==> src/rtl/scan_chain_ctrl_if.sv <==
// Host and chain-side signals of the scan-chain sequencer.
// master = host plus chain tail (drives requests and scan_out); slave = the controller.
interface scan_chain_ctrl_if #(
  parameter int CHAIN_LEN = 8
);
  logic                 start;
  logic                 capture_en;
  logic [CHAIN_LEN-1:0] load_data;
  logic                 scan_en;
  logic                 scan_in;
  logic                 scan_out;
  logic [CHAIN_LEN-1:0] read_data;
  logic                 busy;
  logic                 done;

  modport master (
    output start, capture_en, load_data, scan_out,
    input  scan_en, scan_in, read_data, busy, done
  );

  modport slave (
    input  start, capture_en, load_data, scan_out,
    output scan_en, scan_in, read_data, busy, done
  );
endinterface

==> src/rtl/scan_chain_ctrl.sv <==
// Serial load/unload sequencer for a mux-scan chain; define SCAN_CAPTURE_EN to add a
// functional capture cycle plus unload pass after the load.
module scan_chain_ctrl #(
  parameter  int CHAIN_LEN = 8,
  localparam int CNT_W     = $clog2(CHAIN_LEN + 1)
) (
  input  logic               clk,
  input  logic               rst,
  scan_chain_ctrl_if.slave   sif
);

  typedef enum logic [2:0] {
    S_IDLE,
    S_SHIFT,
    S_CAPT,
    S_UNLOAD,
    S_DONE
  } state_t;

  state_t               r_state;
  logic [CHAIN_LEN-1:0] r_sr;
  logic [CNT_W-1:0]     r_cnt;
  logic                 r_scan_en;
  logic                 r_scan_in;
  logic                 r_busy;
  logic                 r_done;
  logic [CHAIN_LEN-1:0] r_read_data;

  logic [CHAIN_LEN-1:0] w_sr_next;
  logic                 w_last;

`ifdef SCAN_CAPTURE_EN
  logic                 r_capt;
`else
  logic                 w_unused_capture;
  assign w_unused_capture = sif.capture_en;
`endif

  // scan_out is the tail bit before this edge's shift, so it enters at the top of sr
  assign w_sr_next = {sif.scan_out, r_sr[CHAIN_LEN-1:1]};
  assign w_last    = (r_cnt == CNT_W'(CHAIN_LEN - 1));

  always_ff @(posedge clk) begin
    if (rst) begin
      r_state     <= S_IDLE;
      r_sr        <= '0;
      r_cnt       <= '0;
      r_scan_en   <= 1'b0;
      r_scan_in   <= 1'b0;
      r_busy      <= 1'b0;
      r_done      <= 1'b0;
      r_read_data <= '0;
`ifdef SCAN_CAPTURE_EN
      r_capt      <= 1'b0;
`endif
    end else begin
      case (r_state)
        S_IDLE: begin
          r_done <= 1'b0;
          if (sif.start) begin
            r_sr      <= sif.load_data;
            r_cnt     <= '0;
            r_busy    <= 1'b1;
            r_scan_en <= 1'b1;
            r_scan_in <= sif.load_data[0];
            r_state   <= S_SHIFT;
`ifdef SCAN_CAPTURE_EN
            r_capt    <= sif.capture_en;
`endif
          end
        end

        S_SHIFT: begin
          r_sr <= w_sr_next;
          if (!w_last) begin
            r_cnt     <= r_cnt + CNT_W'(1);
            r_scan_in <= r_sr[1];
          end else begin
            r_cnt     <= '0;
            r_scan_en <= 1'b0;
            r_scan_in <= 1'b0;
`ifdef SCAN_CAPTURE_EN
            if (r_capt) begin
              r_state <= S_CAPT;
            end else begin
              r_read_data <= w_sr_next;
              r_busy      <= 1'b0;
              r_done      <= 1'b1;
              r_state     <= S_DONE;
            end
`else
            r_read_data <= w_sr_next;
            r_busy      <= 1'b0;
            r_done      <= 1'b1;
            r_state     <= S_DONE;
`endif
          end
        end

`ifdef SCAN_CAPTURE_EN
        // scan_en is low for this one edge, so every flop loads its functional D
        S_CAPT: begin
          r_cnt     <= '0;
          r_scan_en <= 1'b1;
          r_scan_in <= 1'b0;
          r_state   <= S_UNLOAD;
        end

        S_UNLOAD: begin
          r_sr <= w_sr_next;
          if (!w_last) begin
            r_cnt <= r_cnt + CNT_W'(1);
          end else begin
            r_cnt       <= '0;
            r_scan_en   <= 1'b0;
            r_scan_in   <= 1'b0;
            r_read_data <= w_sr_next;
            r_busy      <= 1'b0;
            r_done      <= 1'b1;
            r_state     <= S_DONE;
          end
        end
`endif

        S_DONE: begin
          r_done  <= 1'b0;
          r_state <= S_IDLE;
        end

        default: begin
          r_state   <= S_IDLE;
          r_scan_en <= 1'b0;
          r_scan_in <= 1'b0;
          r_busy    <= 1'b0;
          r_done    <= 1'b0;
        end
      endcase
    end
  end

  assign sif.scan_en   = r_scan_en;
  assign sif.scan_in   = r_scan_in;
  assign sif.busy      = r_busy;
  assign sif.done      = r_done;
  assign sif.read_data = r_read_data;

  a_scan_in_quiet: assert property (@(posedge clk) disable iff (rst) !r_scan_en |-> !r_scan_in);
  a_done_not_busy: assert property (@(posedge clk) disable iff (rst) r_done |-> !r_busy);

endmodule

==> src/flat_wrapper.sv <==
// flat-port wrapper written by rule: the top's interface ports become plain ports
module scan_chain_ctrl_flat 
#(
  parameter  int CHAIN_LEN = 8,
  localparam int CNT_W     = $clog2(CHAIN_LEN + 1)
)
  (clk, rst, sif_start, sif_capture_en, sif_load_data, sif_scan_out, sif_scan_en, sif_scan_in, sif_read_data, sif_busy, sif_done);
  scan_chain_ctrl_if #(.CHAIN_LEN(CHAIN_LEN)) sif_i ();
  input  logic clk;
  input  logic rst;
  input wire logic [$bits(sif_i.start)-1:0] sif_start;
  input wire logic [$bits(sif_i.capture_en)-1:0] sif_capture_en;
  input wire logic [$bits(sif_i.load_data)-1:0] sif_load_data;
  input wire logic [$bits(sif_i.scan_out)-1:0] sif_scan_out;
  output wire logic [$bits(sif_i.scan_en)-1:0] sif_scan_en;
  output wire logic [$bits(sif_i.scan_in)-1:0] sif_scan_in;
  output wire logic [$bits(sif_i.read_data)-1:0] sif_read_data;
  output wire logic [$bits(sif_i.busy)-1:0] sif_busy;
  output wire logic [$bits(sif_i.done)-1:0] sif_done;
  assign sif_i.start = sif_start;
  assign sif_i.capture_en = sif_capture_en;
  assign sif_i.load_data = sif_load_data;
  assign sif_i.scan_out = sif_scan_out;
  assign sif_scan_en = sif_i.scan_en;
  assign sif_scan_in = sif_i.scan_in;
  assign sif_read_data = sif_i.read_data;
  assign sif_busy = sif_i.busy;
  assign sif_done = sif_i.done;
  scan_chain_ctrl #(.CHAIN_LEN(CHAIN_LEN)) u_core (.clk(clk), .rst(rst), .sif(sif_i));
endmodule
==> config.mk <==
export PLATFORM = sky130hd
export DESIGN_NAME = scan_chain_ctrl_flat
export DESIGN_NICKNAME = d
export VERILOG_FILES = /design/src/rtl/scan_chain_ctrl_if.sv /design/src/rtl/scan_chain_ctrl.sv /design/src/flat_wrapper.sv
export SDC_FILE = /design/constraint.sdc
export NUM_CORES = 1
export LEC_CHECK = 0
export ABC_AREA = 1
export BUFFER_PORTS_ARGS = -buffer_cell sky130_fd_sc_hd__buf_2
export CAP_MARGIN = 10
export CORE_UTILIZATION = 30
export DETAILED_ROUTE_END_ITERATION = 8
export RECOVER_POWER = 100
export SETUP_SLACK_MARGIN = 0.2
export SYNTH_ARGS = -nofsm -noshare
export SYNTH_HDL_FRONTEND = slang
export SYNTH_SLANG_ARGS = --single-unit
==> constraint.sdc <==
create_clock -name clk -period 1.51 [get_ports clk]
set_clock_uncertainty 0.1 [all_clocks]
set_input_delay 0.2265 -clock clk [delete_from_list [all_inputs] [get_ports clk]]
set_output_delay 0.2265 -clock clk [all_outputs]
set_load 0.03 [all_outputs]
Word level (Yosys, flattened, before mapping)
Cells that the tools add are included.
{"block": "op_classes", "n_mul": 0, "addsub": 1, "magnitude_cmp": 0, "bitwise_logic": 2, "eq_ne": 5, "n_shift": 0, "n_reduce_logical": 8, "muxes": 14, "div_mod_pow": 0}
{"operator": "case mux 8 bit (2 select lines)", "n": 1}
{"operator": "two-way mux 4 bit", "n": 2}
{"operator": "two-way mux 8 bit", "n": 1}
{"operator": "case mux 4 bit (2 select lines)", "n": 1}
{"operator": "AND reduction 2 bit", "n": 4}
{"operator": "two-way mux 3 bit", "n": 2}
{"operator": "case mux 1 bit (3 select lines)", "n": 2}
{"operator": "case mux 3 bit (2 select lines)", "n": 1}
{"operator": "adder 4 x 1 -> 4 bit (second input constant)", "n": 1}
{"operator": "== test 4 x 3 -> 1 bit (second input constant)", "n": 1}
{"operator": "two-way mux 1 bit", "n": 4}
{"operator": "== test 3 x 1 -> 1 bit (second input constant)", "n": 1}
{"operator": "== test 3 bit (second input constant)", "n": 1}
{"operator": "logical NOT 3 bit", "n": 1}
{"operator": "AND reduction 3 bit", "n": 1}
{"operator": "!= test 2 x 1 -> 1 bit (second input constant)", "n": 1}
{"operator": "!= test 2 bit (second input constant)", "n": 1}
{"operator": "NOT 1 bit", "n": 2}
{"operator": "nonzero test 2 bit", "n": 1}
{"operator": "OR reduction 2 bit", "n": 1}
{"block": "word_totals", "elab_cells": 37, "ramBits": 0, "mem_bits_ro": 0, "n_memories": 0, "latch_bits": 0, "in_bits": 13, "ff_bits": 26}

Logic depth before layout (Yosys ltp)
{"block": "logic_depth", "ltp_word": 3, "depth_mapped": 7}

Worst setup path before layout
No wires, ideal clock.
{"block": "synth_path", "path_type": "register -> register", "startpoint": "register u_core.r_cnt[0]", "endpoint": "register u_core.r_read_data[0] (netlist: u_core.sif.read_data[0])", "n_path_buf": 0, "required_ns": 1.294, "arrival_time_ns": 1.166, "slack_ns": 0.128, "path_stages_with_launch": 7, "setup_ns": 0.116, "period_less_slack_ns": 1.382, "cell_sequence": "dfxtp_1 -> ha_1 -> nand3_1 -> nor2_4 -> inv_2 -> nor2_1 -> nor2_1"}
{"block": "synth_via", "elab_chain_cells": 2}
{"item": "start: declaration", "line_no": "scan_chain_ctrl.sv:22", "rtl": "logic [CNT_W-1:0] r_cnt;"}
{"item": "start signal: assignment", "line_no": "scan_chain_ctrl.sv:76", "rtl": "r_cnt <= r_cnt + CNT_W'(1);"}
{"item": "== test 4 x 3 -> 1 bit", "line_no": "scan_chain_ctrl.sv:41", "rtl": "assign w_last = (r_cnt == CNT_W'(CHAIN_LEN - 1));"}
{"item": "AND reduction 2 bit (no source line)"}
{"item": "end signal: assignment", "line_no": "scan_chain_ctrl.sv:92", "rtl": "r_read_data <= w_sr_next;"}
{"item": "end: declaration", "line_no": "scan_chain_ctrl.sv:27", "rtl": "logic [CHAIN_LEN-1:0] r_read_data;"}
Every way passes these cells.
A chain may end at the register's enable or synchronous reset.

Final worst setup path
{"block": "layout_path", "startpoint": "register u_core.r_read_data[6] (netlist: u_core.sif.read_data[6])", "endpoint": "output port sif_read_data[6]"}
{"item": "end: declaration", "line_no": "flat_wrapper.sv:17", "rtl": "output wire logic [$bits(sif_i.read_data)-1:0] sif_read_data;"}
No word-level cell between the ends.

==> metrics.cfg <==
[routing]
dr.first_iter.drc_count = 34
ant_nets = 0
routed_via_density = 4.71
wl_per_cell_um = 11.3
drtPass1Iterations = 4
wl_um = 2290
dr_total_vias = 952
drc = 0

[sta]
fmax_ghz = 0.737
slew_headroom_pct = 72.7
worstMarginPinSlew_ps = 408
finalHoldViolCount = 0
finalSetupViolCount = 0
slew_violations = 0
period_share_pct = 89.9
fin_tns_setup_ps = 0
setup_ws_ps = 153
fin_crit_ps = 1360
grt_setup_unrepaired = true

[placed_design]
portBuffers = 23
dp_hpwl_um = 1600
place_ws_ps = 10.0
finalWeightedCongestion = 0.736

[setup_path]
path_cells = clkbuf_1
crit_type = reg -> out
cp.depth = 1
crit_fanout = 2
slowest_delay_ps = 380
arrival_ps = 1030
reg2regPathDepth = 5
cp-end-kind = output port
critical_path.top_delay_family = flip-flops
slowest_stage = dfxtp_1
critPathRequiredTime_ps = 1180
startpoint_type = flip-flop
cp.buffers_inverters = 1

[clock_network]
cts_tree = yes
cts_buffers = 3
cts-root-buf = clkbuf_4
ctsHoldBuffers = 0
clk_pin_slew_ps = 140
cts.path.max_buffers = 2
insertion_delay_ps = 330
htree_num_levels = 1
cts.sinks = 24

[yosys]
syn_avg_cell_area_um2 = 7.98
yosys_warnings = 0
syn_inst = 126
synthTopCellsByArea = dfxtp_1, nand2_1, a21oi_1
synth_top_area_cell = dfxtp_1
synth_nets = 140
ys_ff_latch = 24
seq_area_frac_synth_pct = 47.8
synth_area_mm2 = 0.00101
yosysTopAreaCellShare_pct = 47.8
yosys.cell_types.count = 20

[floorplan]
die_width_um = 59.9
die_h_um = 59.9
die_area_mm2 = 0.00359
coreArea_mm2 = 0.00313
num_io_pins = 25
start_util_pct = 32.2
std_cell_rows = 20

[grt]
antenna_found_initial = 0
grt_pass1_wl_um = 3750
grt_overflow_total = 0
grt_pass1_vias = 912
grt_max_degree = 15
track_usage_pct = 13.9

[min_path]
hp-class = in -> reg
min_path_cells = 3

[finish]
mostFrequentLayoutCells = nand2_1, dfxtp_1, a21oi_1
mostFrequentLayoutCell = nand2_1
fill_cells = 329
final_nets = 173
multi_input_area_um2 = 505
fin_util_pct = 42.0
drive_gt1_share_pct = 31.6
synthToLayoutAreaGrowth_pct = 30.5
regArea_um2 = 483
diodes = 0

[power]
total_power_mw = 1.32
p_leak_nw = 0.512
vdd_ir_drop_max_uv = 369
powerDensity_mw_per_mm2 = 1000

[outcome]
status = complete, no violations

[flow_run]
drv_cap = 0

## registers in the layout (all words and copies together), names as in the netlist
name	count
u_core.sif.done	1
u_core.sif.busy	1
u_core.sif.scan_in	1
u_core.r_cnt	4
u_core.r_state	2
u_core.sif.read_data	8
u_core.r_sr	7
## cells in the mapped netlist
master and count:
nor2_1 10, inv_2 4, o21a_1 2, buf_4 1, inv_1 4, buf_6 2, o21ai_0 12, nand2_2 3
dfxtp_1 24, nand2_4 2, a21oi_2 2, a31oi_1 2, buf_2 2, nor2_4 2, nand2_1 27, nand3_2 1
ha_1 1, nor3_1 1, a21oi_1 20, nand3_1 4
## through the flow
step	hold WS [ps]	cell area (µm²)	instances
global placement	331	1170	190
finish	19.1	1310	202
CTS	31.4	1250	197
floorplan	261	1020	126
global route	34.3	1310	202
detailed placement	336	1170	190
## kinds of logic after synthesis
| group | count (synthesis) | synth area share [%] |
|---|---|---|
| compound gates | 38 | 20.4 |
| fa+ha+maj | 1 | 1.24 |
| buf+inv | 13 | 6.96 |
| flops | 24 | 47.8 |
| simple gates | 50 | 23.6 |
## power by group
group / internal, mW / switching (mW)
Clock: 0.269 / 0.204
Combinational: 0.0576 / 0.101
Sequential: 0.662 / 0.0235
Total: 0.989 / 0.328
## path summary, 6_finish.rpt
| kind | startpoint | slack (ps) | end |
|---|---|---|---|
| hold / removal | sif_scan_out | 20 | u_core.sif.read_data[7] |
| setup reg to reg | u_core.r_state[0] | 180 | u_core.r_sr[6] |
| hold reg to reg | u_core.sif.done | 350 | u_core.sif.done |
| setup / recovery | u_core.sif.read_data[6] | 150 | sif_read_data[6] |
## metal layers
layer / up-vias / GRT usage, % / share of wire, %
met2: 26 / 23.2 / 48
li1: 480 / - / -
met3: 5 / 2.38 / 4.4
met1: 441 / 17.3 / 46
met5: - / 0 / 0
met4: 0 / 6.64 / 2.3
## area by class of cell
cell class,count,area share [%]
Multi-Input combinational cell,89,38.5
Inverter,8,2.48
Sequential cell,24,36.8
Clock buffer,3,1.72
Timing Repair Buffer,33,14.0
Tap cell,44,4.19
Clock inverter,1,2.29
## timing repair
action	CTS	global route
pin swaps	1	9
buffers inserted	3	5
setup endpoints to repair	10	18
gates resized for setup	3	19
(Power assumes the default switching activity.)
